==> config.mk <==
export PLATFORM = sky130hd
export DESIGN_NAME = reg_writeback
export DESIGN_NICKNAME = d
export VERILOG_FILES = /design/src/rtl/reg_writeback.sv
export SDC_FILE = /design/constraint.sdc
export NUM_CORES = 1
export LEC_CHECK = 0
export ABC_CLOCK_PERIOD_IN_PS = 5400
export BUFFER_PORTS_ARGS = -buffer_cell sky130_fd_sc_hd__buf_2
export CORE_ASPECT_RATIO = 1.75
export CORE_MARGIN = 2
export CORE_UTILIZATION = 60
export DETAILED_ROUTE_END_ITERATION = 10
export PLACE_DENSITY = 0.85
export SLEW_MARGIN = 25
export SYNTH_ARGS = -nofsm -noshare
export SYNTH_HDL_FRONTEND = slang
export SYNTH_SLANG_ARGS = --single-unit
==> constraint.sdc <==
create_clock -name clk_in -period 5.4 [get_ports clk_in]
set_input_delay 0.81 -clock clk_in [delete_from_list [all_inputs] [get_ports clk_in]]
set_output_delay 0.81 -clock clk_in [all_outputs]
set_load 0.02 [all_outputs]
==> src/rtl/reg_writeback.sv <==
// reg_writeback: register-file write-port driver.
// Merges single-cycle ALU results with buffered load results into one
// registered write per cycle, and tracks outstanding loads in a 32-entry
// pending scoreboard that decode queries for stalls.
// Optional feature macro: WB_BYPASS_EN adds rs_fwd_out/rt_fwd_out, which flag
// a same-cycle match against the in-flight register-file write.
module reg_writeback #(
    parameter int unsigned LD_DEPTH = 4,
    parameter int unsigned LD_AW    = 2
) (
    input  logic        clk_in,
    input  logic        rst_in,
    input  logic        stall_in,
    input  logic        alu_valid_in,
    input  logic [4:0]  alu_rd_in,
    input  logic [31:0] alu_data_in,
    input  logic        ld_valid_in,
    output logic        ld_ready_out,
    input  logic [4:0]  ld_rd_in,
    input  logic [31:0] ld_data_in,
    input  logic        iss_valid_in,
    input  logic [4:0]  iss_rd_in,
    input  logic [4:0]  rs_in,
    input  logic [4:0]  rt_in,
    output logic        rs_busy_out,
    output logic        rt_busy_out,
`ifdef WB_BYPASS_EN
    output logic        rs_fwd_out,
    output logic        rt_fwd_out,
`endif
    output logic        we_out,
    output logic [4:0]  rd_out,
    output logic [31:0] write_data_out
);

    localparam int unsigned CW = LD_AW + 1;

    typedef struct packed {
        logic [4:0]  rd;
        logic [31:0] data;
    } ld_entry_t;

    ld_entry_t        fifo_mem [LD_DEPTH];
    logic [LD_AW-1:0] wr_ptr;
    logic [LD_AW-1:0] rd_ptr;
    logic [CW-1:0]    count;
    logic [31:0]      pending;
    logic [31:0]      pending_nxt;
    ld_entry_t        head;
    logic             push;
    logic             pop;

    // FIFO handshake: no push-through when full; ALU always wins the write port
    always_comb begin
        ld_ready_out = (count < CW'(LD_DEPTH));
        push         = ld_valid_in && ld_ready_out;
        pop          = !stall_in && !alu_valid_in && (count != '0);
        head         = fifo_mem[rd_ptr];
    end

    // Scoreboard next state: clear for last cycle's write, then set (set wins)
    always_comb begin
        pending_nxt = pending;
        if (we_out) begin
            pending_nxt[rd_out] = 1'b0;
        end
        if (iss_valid_in && !stall_in && (iss_rd_in != 5'd0)) begin
            pending_nxt[iss_rd_in] = 1'b1;
        end
        pending_nxt[0] = 1'b0;
    end

`ifdef WB_BYPASS_EN
    // Forward flags match the write in flight; a forwarded source is not busy
    always_comb begin
        rs_fwd_out  = we_out && (rd_out == rs_in) && (rs_in != 5'd0);
        rt_fwd_out  = we_out && (rd_out == rt_in) && (rt_in != 5'd0);
        rs_busy_out = pending[rs_in] && !rs_fwd_out;
        rt_busy_out = pending[rt_in] && !rt_fwd_out;
    end
`else
    // Busy lookups straight from the scoreboard
    always_comb begin
        rs_busy_out = pending[rs_in];
        rt_busy_out = pending[rt_in];
    end
`endif

    // Load-result storage; contents are don't-care once popped or reset
    always_ff @(posedge clk_in) begin
        if (push) begin
            fifo_mem[wr_ptr] <= '{rd: ld_rd_in, data: ld_data_in};
        end
    end

    // Pointers, occupancy, scoreboard and registered write port
    always_ff @(posedge clk_in) begin
        if (rst_in) begin
            wr_ptr         <= '0;
            rd_ptr         <= '0;
            count          <= '0;
            pending        <= '0;
            we_out         <= 1'b0;
            rd_out         <= 5'd0;
            write_data_out <= 32'd0;
        end else begin
            pending <= pending_nxt;
            if (push) begin
                wr_ptr <= wr_ptr + LD_AW'(1);
            end
            if (pop) begin
                rd_ptr <= rd_ptr + LD_AW'(1);
            end
            count <= count + CW'(push) - CW'(pop);

            if (stall_in) begin
                we_out <= 1'b0;
            end else if (alu_valid_in) begin
                we_out         <= (alu_rd_in != 5'd0);
                rd_out         <= alu_rd_in;
                write_data_out <= alu_data_in;
            end else if (count != '0) begin
                we_out         <= (head.rd != 5'd0);
                rd_out         <= head.rd;
                write_data_out <= head.data;
            end else begin
                we_out <= 1'b0;
            end
        end
    end

endmodule

== Word-level counts from Yosys, hierarchy flattened ==
Memories as Yosys holds them, arrays and structs flattened. A register that Yosys moved wholly into a read port is not among the register bits.
Index checks and enable logic that the tools add are counted.

* Memories: 1
* Bits in writable memories: 148
* Logic and storage cells: 60
* Bits in registers: 77
* Output and inout port bits: 41
* Bits of input ports: 95

* Add/sub/neg operators: 4
* $lt $le $gt $ge: 7
* Mux-type cells: 20
* Reductions and logical operators: 16
* Bitwise operators: 4

{| class="wikitable"
|+ Memory list
! memory !! words !! bits a word !! rd ports !! clocked after Yosys merged registers in !! wr ports !! line !! RTL
|-
| fifo_mem || 4 || 37 || 1 || 1 || 1 || 43 || <nowiki>ld_entry_t fifo_mem [LD_DEPTH];</nowiki>
|}

{| class="wikitable"
|+ Operators by type and width
! operator !! count
|-
| 32-bit 2-to-1 mux || 4
|-
| 32-bit AND || 1
|-
| 32-bit inverter || 1
|-
| 32-bit bitwise OR || 1
|-
| 5-bit by 6-bit less-than comparator with 1-bit output, second input constant || 4
|-
| 5-bit nonzero test || 3
|-
| 1-bit binary-select mux with 5-bit select || 2
|-
| 1-bit demux with 5-bit select || 2
|-
| 5-bit by 1-bit >= comparator with 1-bit output, second input constant || 2
|-
| 5-bit 2-to-1 mux || 2
|-
| 1-bit 2-to-1 mux || 8
|-
| 1-bit logical AND || 7
|-
| 2-bit by 1-bit adder with 2-bit output, second input constant || 2
|-
| 2-bit 2-to-1 mux || 2
|-
| 3-bit by 1-bit adder with 3-bit output || 1
|-
| 3-bit less-than comparator, second input constant || 1
|-
| 3-bit nonzero test || 1
|-
| 3-bit by 1-bit subtractor with 3-bit output || 1
|-
| 1-bit logical NOT || 2
|-
| 2-bit AND reduction || 1
|-
| 2-bit nonzero test || 1
|-
| 2-bit OR reduction || 1
|-
| 1-bit inverter || 1
|}

== Longest topological paths before layout ==
Gate-level depths: netlist of the first run.

* Word-level depth: 9
* Gate-level depth with buffers: 11

== Worst setup path before layout of the first run ==
OpenSTA, ideal clock, no wires.

* Kind: input to output
* From: input port rs_in[1]
* To: output port rs_busy_out
* Stages: 5
* Arrival time: 2.160 ns
* Slack: 2.430 ns
* Cell sequence: buf_2 -> mux4_2 -> a22oi_1 -> o211ai_1 -> mux2_2

* Cells in the longest elaborated chain, start to end: 2

{| class="wikitable"
|+ Ends and longest elaborated chain
! what !! line !! RTL
|-
| start: declaration || 23 || <nowiki>input logic [4:0] rs_in,</nowiki>
|-
| 1-bit binary-select mux with 5-bit select || 84 || <nowiki>rs_busy_out = pending[rs_in];</nowiki>
|-
| 1-bit 2-to-1 mux (implied by the code) || 84 ||
|-
| end: declaration || 25 || <nowiki>output logic rs_busy_out,</nowiki>
|}

No other way between the ends. The select of a mux whose other input is x is not followed.

== Worst setup path in the final report of the first run ==
* From: input port alu_valid_in
* To: register write_data_out[5]

* Cells in the longest elaborated chain, start to end: 2

{| class="wikitable"
|+ Ends and longest elaborated chain
! what !! line !! RTL
|-
| start: declaration || 14 || <nowiki>input logic alu_valid_in,</nowiki>
|-
| 2-bit nonzero test (no source line) || - ||
|-
| 2-bit AND reduction (no source line) || - ||
|-
| end signal: assignment || 121 || <nowiki>write_data_out <= alu_data_in;</nowiki>
|-
| end signal: assignment || 125 || <nowiki>write_data_out <= head.data;</nowiki>
|-
| end: declaration || 33 || <nowiki>output logic [31:0] write_data_out</nowiki>
|}

Parallel ways exist; a longest one is shown, timed or not.
A chain may end at the register's enable or synchronous reset.

==> run metrics, run 1 <==
status=finished clean; Rows=60; most common cell in the netlist=edfxtp_1; Port Buf Inserts=approximately 140; Clock transition at path regs=approximately 0.060 ns; H-tree depth=1; Final Skew=about 0.0070 ns; core area=around 0.015 mm^2; slew at the pin closest to its max-slew limit=1.04 ns; crit path DAT=3.62 ns; nets=about 840; GRT Total Usage=25.0%; Worst Path Class, Setup=in -> reg; worst-skew pair later-pin latency=0.49 ns; Max Freq=a little over 300 MHz; worst relative slew slack=30.5%; Synth Flop Type=edfxtp_1; Critical Path Source Type=primary input; vias post-DR=5822; Initial DRC Count=approximately 290; TNS Setup=0 ns; Final ANT Viol Nets=0; Clock Sinks=about 230; hold wc startpoint=write_data_out[31]$_SDFFE_PP0P_; Mapped Cells=between 600 and 700; Num CTS Buffers=21; #FFs+latches synth=226; worst vdd ir=about 0.34 mV; Leakage=3.87 nW; Die Y=about 170 um; crit end category=flop; post-synth cell types=38; Cell Area, Synth=0.00922 mm^2; Final Setup Violations=0; dominant cells by area after synthesis=edfxtp_1, dfxtp_1, mux4_2, mux2i_1, a211oi_1; Max-cap violations=0; unrepaired setup endpoints after global routing=false; Hold Path Class=reg -> reg; initial antenna violation count=2; fillcell total=~1000; Synth top area share=between 40% and 50%; GP Congestion=around 0.89; clock tree buffer depth=3; CTS root buffer=clkbuf_16; die width=~98 um; Crit Path Max Fanout=38; post-detailed-placement half-perimeter wirelength=13400 um; layout cells sized above 1=a little under a third; Die Area=between 0.015 and 0.02 mm^2; reg2reg setup slack=about 3 ns; final core utilization=70.4%; list of most frequent post-synthesis cells=edfxtp_1, dfxtp_1, mux4_2, nor2_1, mux2i_1; Post-CTS Hold Fix Bufs=0; Max Slew Vio Count=0; largest net degree at the start of global routing=between 70 and 80; Synth Warn #=0; Post-route DRC=0; Worst Path Required=~5.8 ns; syn avg cell area=about 15 um^2; Yosys top cell by area=edfxtp_1; PwrDens=407 mW/mm^2; CTS tree=yes; fin crit share=about three fifths; Pwr Total=approximately 4.4 mW; Period minus WS final=roughly 3.2 ns; Ports=approximately 140; Crit. Startpoint=alu_valid_in; register area share after synthesis=between 60% and 70%; Hold Vio Cnt, Final=0; Async SR Flop Fraction=0%; postcts setup bufs=0; Post-CTS Resized=0; vias in the first global route=around 6300; DP Area=between 0.01 and 0.015 mm^2; post-DR vias/cell=slightly above 6; Post-synth EDFFs=between 100 and 150; starting density of the core=roughly three fifths; worst flop-to-flop path startpoint=count[1]$_SDFF_PP0_; total gr overflow=0; design area=roughly 0.011 mm^2; Area Overhead vs Synth=16.4%; first-pass GRT wire length=32000 um; WL final=slightly above 20000 um; Post-Syn Nets=approximately 720; DRT Pass-1 Iters=4; routed length per instance=approximately 22 um
path summary, 6_finish.rpt:
check / end / cells past startpoint
max: write_data_out[5]$_SDFFE_PP0P_ / 6
min: write_data_out[31]$_SDFFE_PP0P_ / 2
max reg2reg: count[2]$_SDFF_PP0_ / 10
min reg2reg: write_data_out[31]$_SDFFE_PP0P_ / 2
stage by stage:
| step | setup slack (ns) | hold slack (ns) | instances |
|---|---|---|---|
| 2_1_floorplan | 2.43 | 0.460 | 617 |
| 3_3_place_gp | 2.28 | 0.477 | 904 |
| 3_5_place_dp | 2.13 | 0.488 | 904 |
| 4_1_cts | 2.22 | 0.497 | 941 |
| 5_1_grt | 1.85 | 0.524 | 943 |
| 6_report | 2.16 | 0.495 | 943 |
cell usage in the layout (no fill, tap or decap), drive strengths merged, types with 2 or more instances in the layout:
master	n
diode	2
nor2	51
inv	6
nor2b	2
clkinv	9
o21ai	33
xnor2	4
nand2	38
clkinvlp	2
and2	6
ha	6
clkbuf	24
a211oi	38
o211ai	2
or3b	2
mux4	51
a21oi	33
a22oi	2
dfxtp	78
nand3	2
nand3b	7
nor3b	5
buf	139
and3b	2
or4	2
bufinv	3
mux2i	47
nor3	3
mux2	2
edfxtp	148
sequential cells by signal (all words and copies together) (netlist names), named ones only:
| register | flops |
|---|---|
| pending | 31 |
| fifo_mem | 148 |
| rd_ptr | 2 |
| rd_out | 5 |
| write_data_out | 32 |
| count | 3 |
| we_out | 1 |
| wr_ptr | 2 |
where the power goes:
group          internal [mW]  switching (mW)
Clock                  0.885           0.611
Combinational          0.309           0.423
Sequential              2.03           0.109
Total                   3.23            1.14
final cells by class:
type,instances,area [um^2],share of cell area (%)
Antenna cell,2,5.00,0.0466
Clock buffer,24,557,5.19
Clock inverter,13,148,1.38
Inverter,7,27.5,0.257
Multi-Input combinational cell,346,3050,28.4
Sequential cell,226,6010,56.0
Tap cell,186,233,2.17
Timing Repair Buffer,139,706,6.58
worst max-delay path: stages:
cell      delay (ns)
buf_2           0.13
clkinv_2        0.71
a21oi_4         1.06
buf_4           0.49
nor2_1          0.09
a211oi_1        0.28
routing by layer:
layer | up-vias | track usage (%) | part of all wire [%] | wire (um)
li1 | 2635 | - | - | -
met4 | 0 | 14.1 | 4.8 | 987
met5 | - | 0 | 0 | 0
met2 | 246 | 45.0 | 55 | 11100
met3 | 73 | 3.74 | 5.8 | 1190
met1 | 2868 | 28.0 | 35 | 7050
cell families (layout without fill, tap and decap cells):
group | after synthesis | after routing | synth area share (%)
buffers and inverters | 45 | 183 | 2.06
DFF | 226 | 226 | 65.2
AOI/OAI and AO/OA | 108 | 108 | 7.01
and+or+nand+nor | 126 | 126 | 6.44
muxes | 100 | 100 | 17.8
other | 0 | 2 | 0
xor gates and xnor gates | 5 | 5 | 0.475
adders and majority gates | 7 | 7 | 1.03
Note: power is estimated with default switching activity, not from simulation.
==> run 2: changes to the inputs <==
ABC_CLOCK_PERIOD_IN_PS = 3200   (was 5400)
CORE_UTILIZATION = 57   (was 60)
PLACE_DENSITY = 0.82   (was 0.85)
clock period = 3.2 ns   (was 5.4 ns; I/O delays follow)
==> run 2 against run 1 <==
  * Sequential power grew 68%
  * Largest power group unchanged
  * Highest routed layer unchanged
  * First-iteration DRC count increased by 39%
  * Register-to-register slack got worse by 2.2 ns
  * Combinational power rose by 75%
==> run metrics, run 2 (synthesis gave the netlist of run 1 again) <==
status=finished clean (unchanged); Crit. Startpoint=pending[10]$_SDFF_PP0_ (was alu_valid_in); worst vdd ir=0.702 mV (was 0.344 mV); Max Freq=around 390 MHz; Clock Sinks=226 (unchanged); WL final=21300 um (was 20400 um); Die Y=172 um (was 168 um); core area=0.0159 mm^2 (was 0.0152 mm^2); Crit Path Max Fanout=3 (was 38); Hold Vio Cnt, Final=0 (unchanged); Num CTS Buffers=21 (unchanged); worst-skew pair later-pin latency=0.49 ns (about the same); Area Overhead vs Synth=16.8% (was 16.4%); die width=100 um (was 97.7 um); design area=0.0108 mm^2 (was 0.0107 mm^2); clock network power share=31.8% (was 34.2%); largest registers=fifo_mem: 148 flops, write_data_out: 32 flops, pending: 31 flops (unchanged); initial antenna violation count=5 (was 2); CTS tree=yes (unchanged); worst relative slew slack=47.4% (was 30.5%); Max-cap violations=0 (unchanged); Critical Path Source Type=flop (was primary input); Post-route DRC=0 (unchanged); crit path to=rs_busy_out (was write_data_out[5]$_SDFFE_PP0P_); post-detailed-placement half-perimeter wirelength=14400 um (was 13400 um); H-tree depth=1 (unchanged); multi-input logic area=0.00304 mm^2 (was 0.00305 mm^2); layout cells sized above 1=31.7% (was 31.5%); GP Congestion=0.933 (was 0.893); fillcell total=1087 (was 1007); Reg power frac=50.3% (was 49.0%); DRT Pass-1 Iters=5 (was 4); Worst Path Class, Setup=reg -> out (was in -> reg); Net Sw Power=1.93 mW (was 1.14 mW); slew at the pin closest to its max-slew limit=0.789 ns (was 1.04 ns); routed length per instance=22.1 um (was 21.6 um); postcts setup bufs=0 (unchanged); Most flops, register=fifo_mem (unchanged); placed insts=919 (was 904); Die Area=0.0172 mm^2 (was 0.0164 mm^2); register area=0.00601 mm^2 (unchanged); TNS Setup=0 ns (unchanged); post-DR vias/cell=6.18 (was 6.17); commonest non-fill, non-tap cell in the layout=edfxtp_1 (unchanged); Finished Layout Cells=963 (was 943); total gr overflow=0 (unchanged); first-pass GRT wire length=32000 um (about the same); Worst R2R Path Depth=10 (unchanged); Cell Int Power=5.24 mW (was 3.23 mW); Final Setup Violations=0 (unchanged); unrepaired setup endpoints after global routing=false (unchanged); Comb power frac=17.9% (was 16.7%); Ports=136 (unchanged); reg2reg setup slack=0.71 ns (was 2.93 ns); DP Area=0.0101 mm^2 (was 0.0100 mm^2); clock tree buffer depth=3 (unchanged); hold slack=0.203 ns (was 0.495 ns); CTS root buffer=clkbuf_16 (unchanged); starting density of the core=58.0% (was 60.5%); nets=855 (was 843); vias post-DR=5953 (was 5822); R2R Path End=count[2]$_SDFF_PP0_ (unchanged); vias in the first global route=6156 (was 6258); Rows=61 (was 60); worst flop-to-flop path startpoint=count[1]$_SDFF_PP0_ (unchanged); Post-CTS Resized=0 (unchanged); Post-CTS Hold Fix Bufs=0 (unchanged); Leakage=3.89 nW (was 3.87 nW); Initial DRC Count=401 (was 289); Final ANT Viol Nets=0 (unchanged); Largest register FFs=148 (unchanged); Worst Path Required=2.72 ns (was 5.79 ns); switching portion of total power=26.9% (was 26.2%); Final Skew=0.0112 ns (was 0.00702 ns); Period minus WS final=~2.6 ns; GRT Total Usage=24.6% (was 25.0%); Pwr Total=7.17 mW (was 4.37 mW); crit path DAT=2.08 ns (was 3.62 ns); largest net degree at the start of global routing=38 (was 78); Clock transition at path regs=0.07 ns (was 0.06 ns); Max Slew Vio Count=0 (unchanged); fin crit share=around four fifths; Port Buf Inserts=135 (unchanged); crit end category=output pin (was flop); most frequent cells in the layout=edfxtp_1, buf_2, dfxtp_1, mux4_2, nor2_1 (unchanged); Hold Path Class=in -> reg (was reg -> reg); PwrDens=666 mW/mm^2 (was 407 mW/mm^2)
## run 2: cell types whose count changed in the layout (fill, tap and decap cells not counted), moves of 2 or more
cell       previous run  this run
buf_4                 4        14
buf_12                0         2
bufinv_16             3         0
clkbuf_1              1         7
nor3b_1               3         5
nor3b_2               2         0
clkinv_2              5         2
diode_2               2         7
## run 2: critical path, cell delays in order, from the launching register on
cell      delay [ns]
dfxtp_1         0.37
mux4_2          0.48
a22oi_1         0.17
o211ai_1        0.15
mux2_2          0.28
buf_2           0.16
## run 2: power by group through the flow
stage | clock, mW | combinational [mW] | sequential, mW
global route | 2.41 | 1.38 | 3.63
global placement | 0 | 1.23 | 3.63
detailed placement | 0 | 1.28 | 3.66
floorplan | 0 | 0.789 | 3.70
CTS | 2.30 | 1.30 | 3.60
finish | 2.28 | 1.28 | 3.60
## run 2: area by class of cell
cell class                      instances  area share (%)
Sequential cell                       226            55.8
Timing Repair Buffer                  151            7.62
Clock inverter                          7           0.395
Multi-Input combinational cell        346            28.2
Clock buffer                           30            5.38
Inverter                                7           0.244
Tap cell                              189            2.20
Antenna cell                            7           0.163
## run 2: metal layers
layer  routed length (um)  track usage, %
met1                 7390            26.9
met2                11800            46.0
met3                 1100            3.40
met4                 1030            12.4
met5                    0               0
## run 2: worst min-delay path by stage
stage                                      start                        to  slack (ns)  cells past startpoint
final                              ld_data_in[4]  fifo_mem[0][4]$_DFFE_PP_        0.20                      1
after global routing               ld_data_in[4]  fifo_mem[1][4]$_DFFE_PP_        0.20                      1
after CTS                          ld_data_in[4]  fifo_mem[0][4]$_DFFE_PP_        0.19                      1
after detailed placement  pending[12]$_SDFF_PP0_    pending[12]$_SDFF_PP0_        0.49                      2
after global placement    pending[22]$_SDFF_PP0_    pending[22]$_SDFF_PP0_        0.48                      2
after floorplan           pending[28]$_SDFF_PP0_    pending[28]$_SDFF_PP0_        0.46                      2
## run 2: through the flow
step / setup WS [ns] / utilization, %
after floorplan: 0.890 / -
after global placement: 0.716 / 63.8
after detailed placement: 0.636 / 63.8
after CTS: 0.637 / 67.7
after global routing: 0.480 / 67.8
final: 0.637 / 67.8
==> run 3: changes to the inputs <==
ABC_AREA = 1   (was not set)
ABC_CLOCK_PERIOD_IN_PS = 2300   (was 3200)
CORE_UTILIZATION = 52   (was 57)
PLACE_DENSITY = 0.78   (was 0.82)
clock period = 2.3 ns   (was 3.2 ns; I/O delays follow)
==> run 3 against run 2 <==
  * First-iteration DRC count rose by 47%
  * Total power grew 45%
  * Sequential share of layout area decreased by 1.5 points
  * Via count grew 27%
  * Worst setup slack got worse by 0.40 ns
  * Combinational power rose by 57%
  * Design area grew 2.7%
  * Non-clock buffer count is 6 higher
  * Routed wire length grew 15%
  * Critical path depth rose by 7
  * Global-route usage grew 0.99 points
  * Sequential cell count unchanged
  * Critical endpoint is now count[2]$_SDFF_PP0_
==> run metrics, run 3 <==
status=finished clean (unchanged); initial antenna violation count=2 (was 5); Post-route DRC=0 (unchanged); nets=1185 (was 855); #FFs+latches synth=226 (unchanged); Finished Layout Cells=1332 (was 963); Most flops, register=fifo_mem (unchanged); Cell Area, Synth=0.00946 mm^2 (was 0.00922 mm^2); Worst R2R Path Depth=12 (was 10); Mapped Cells=958 (was 617); fin crit share=around nine tenths; worst-skew pair later-pin latency=0.50 ns (was 0.49 ns); most common cell in the netlist=nand2_1 (was edfxtp_1); H-tree depth=1 (unchanged); Async SR Flop Fraction=0% (unchanged); dominant cells by area after synthesis=edfxtp_1, dfxtp_1, nand2_1, a21oi_1, o21ai_0 (was edfxtp_1, dfxtp_1, mux4_2, mux2i_1, a211oi_1); R2R Path End=count[2]$_SDFF_PP0_ (unchanged); postcts setup bufs=0 (unchanged); vias post-DR=7585 (was 5953); Area Overhead vs Synth=16.9% (was 16.8%); worst flop-to-flop path startpoint=count[1]$_SDFF_PP0_ (unchanged); Die Area=0.0193 mm^2 (was 0.0172 mm^2); Post-CTS Resized=0 (unchanged); Max Slew Vio Count=0 (unchanged); critical path, cell by cell=nor2_1 -> nand2_1 -> nand2_1 -> nor2_1 -> ha_1 -> inv_1 -> ha_1 -> inv_1 -> fa_1 -> xor2_1 -> o21ai_0 -> a21oi_1 (was mux4_2 -> a22oi_1 -> o211ai_1 -> mux2_2 -> buf_2); WL final=24500 um (was 21300 um); DP Area=0.0104 mm^2 (was 0.0101 mm^2); crit path DAT=2.49 ns (was 2.08 ns); Rows=65 (was 61); Period minus WS final=~2.1 ns; first-pass GRT wire length=38800 um (was 32000 um); Max Freq=484 MHz; GP Congestion=0.988 (was 0.933); DRT Pass-1 Iters=6 (was 5); Synth Flop Type=edfxtp_1 (unchanged); routed length per instance=18.4 um (was 22.1 um); Worst Path Class, Setup=reg -> reg (was reg -> out); syn avg cell area=9.87 um^2 (was 14.9 um^2); worst vdd ir=0.787 mV (was 0.702 mV); post-detailed-placement half-perimeter wirelength=16600 um (was 14400 um); GRT Total Usage=25.6% (was 24.6%); Synth top area share=47.0% (was 48.2%); crit end category=flop (was output pin); Worst Path Required=2.72 ns (about the same); Ports=136 (unchanged); commonest non-fill, non-tap cell in the layout=nand2_1 (was edfxtp_1); vias in the first global route=7510 (was 6156); Initial DRC Count=588 (was 401); max incr delay on CP=0.40 ns (was 0.48 ns); hold wc startpoint=ld_data_in[5] (was ld_data_in[4]); die width=106 um (was 100 um); crit path to=count[2]$_SDFF_PP0_ (was rs_busy_out); multi-input logic area=0.00302 mm^2 (was 0.00304 mm^2); TNS Setup=0 ns (unchanged); core area=0.0179 mm^2 (was 0.0159 mm^2); reg2reg setup slack=0.23 ns (was 0.71 ns); Post-CTS Hold Fix Bufs=0 (unchanged); post-synth cell types=27 (was 38); most frequent cells in the layout=nand2_1, edfxtp_1, buf_2, a21oi_1, o21ai_0 (was edfxtp_1, buf_2, dfxtp_1, mux4_2, nor2_1); Max-cap violations=0 (unchanged); Critical Path Stages=12 (was 5); list of most frequent post-synthesis cells=nand2_1, edfxtp_1, a21oi_1 (was edfxtp_1, dfxtp_1, mux4_2, nor2_1, mux2i_1); Port Buf Inserts=135 (unchanged); Post-Syn Nets=1060 (was 719); Synth Warn #=0 (unchanged); Final Setup Violations=0 (unchanged); CTS tree=yes (unchanged); clock tree buffer depth=3 (unchanged); register area=0.00601 mm^2 (about the same); Clock transition at path regs=0.07 ns (about the same); hold slack=0.0624 ns (was 0.203 ns); fillcell total=1503 (was 1087); Final ANT Viol Nets=0 (unchanged); register area share after synthesis=63.5% (was 65.2%); Critical Path Source Type=flop (unchanged); Post-synth EDFFs=148 (unchanged); Crit. Startpoint=count[1]$_SDFF_PP0_ (was pending[10]$_SDFF_PP0_); Final Skew=0.0104 ns (was 0.0112 ns); Largest register FFs=148 (unchanged); design area=0.0111 mm^2 (was 0.0108 mm^2); Clock Sinks=226 (unchanged); Hold Vio Cnt, Final=0 (unchanged); Pwr Total=10.4 mW (was 7.17 mW); starting density of the core=52.9% (was 58.0%); WP buf/inv=2 (was 1); PwrDens=942 mW/mm^2 (was 666 mW/mm^2); Hold Path Class=in -> reg (unchanged); largest net degree at the start of global routing=51 (was 38); Num CTS Buffers=20 (was 21); pre-CTS setup slack=0.233 ns (was 0.636 ns); CP top delay family=adder cells (was multiplexers); Crit Path Max Fanout=4 (was 3); Die Y=182 um (was 172 um); Yosys top cell by area=edfxtp_1 (unchanged); final core utilization=61.8% (was 67.8%); unrepaired setup endpoints after global routing=false (unchanged); total gr overflow=0 (unchanged); worst relative slew slack=47.7% (was 47.4%); slew at the pin closest to its max-slew limit=0.783 ns (was 0.789 ns); CTS root buffer=clkbuf_16 (unchanged); layout cells sized above 1=20.0% (was 31.7%); Final WS setup=0.233 ns (was 0.637 ns); post-DR vias/cell=5.69 (was 6.18); Slowest-stage cell, CP=dfxtp_1 (was mux4_2); Leakage=4.25 nW (was 3.89 nW); largest registers=fifo_mem: 148 flops, write_data_out: 32 flops, pending: 31 flops (unchanged); placed insts=1295 (was 919)
run 3: changes by cell type in the layout (fill, tap and decap cells not counted), moves of 32 or more:
cell,change
nand2_1,+133
a21oi_1,+75
nand3_1,+68
o21ai_1,+54
mux4_2,-51
o21ai_0,+50
mux2i_1,-47
a211oi_1,-38
o22ai_1,+32
run 3: cell type report:
type | instances | share of cell area [%]
diodes | 1 | 0.0226
clock buffers | 23 | 4.72
clock inverters | 13 | 1.47
inverters | 48 | 1.63
multi-input cells | 630 | 27.4
flip-flops and latches | 226 | 54.3
well taps | 234 | 2.65
repair buffers | 157 | 7.83
run 3: routing by layer:
layer / track usage [%] / up-vias / wire length [um]
li1: - / 3635 / -
met1: 28.4 / 3604 / 8990
met2: 47.4 / 272 / 13100
met3: 3.82 / 72 / 1310
met4: 12.1 / 2 / 1050
met5: 0 / - / 11
run 3: worst min path at each step:
stage                     slack (ns)  depth (start not counted)                        end
final                           0.06                          1   fifo_mem[1][5]$_DFFE_PP_
after global routing            0.05                          1  fifo_mem[0][34]$_DFFE_PP_
after CTS                       0.05                          1  fifo_mem[2][14]$_DFFE_PP_
after detailed placement        0.47                          1     rd_ptr[0]$_SDFFE_PP0P_
after global placement          0.46                          1     rd_ptr[0]$_SDFFE_PP0P_
after floorplan                 0.44                          2                       flop
run 3: report_power, final:
| part | internal [mW] | leakage [nW] | total, mW | switching (mW) |
|---|---|---|---|---|
| combinational | 0.626 | 1.92 | 2.01 | 1.39 |
| sequential | 4.76 | 1.99 | 4.94 | 0.179 |
| clock | 1.99 | 0.338 | 3.46 | 1.47 |
run 3: kinds of logic after synthesis:
| logic type | synth area share, % |
|---|---|
| and+or+nand+nor | 14.6 |
| AOI/OAI and AO/OA | 16.0 |
| DFF | 63.5 |
| buffers and inverters | 4.83 |
| adders and majority gates | 1.01 |
| xor gates and xnor gates | 0.0926 |
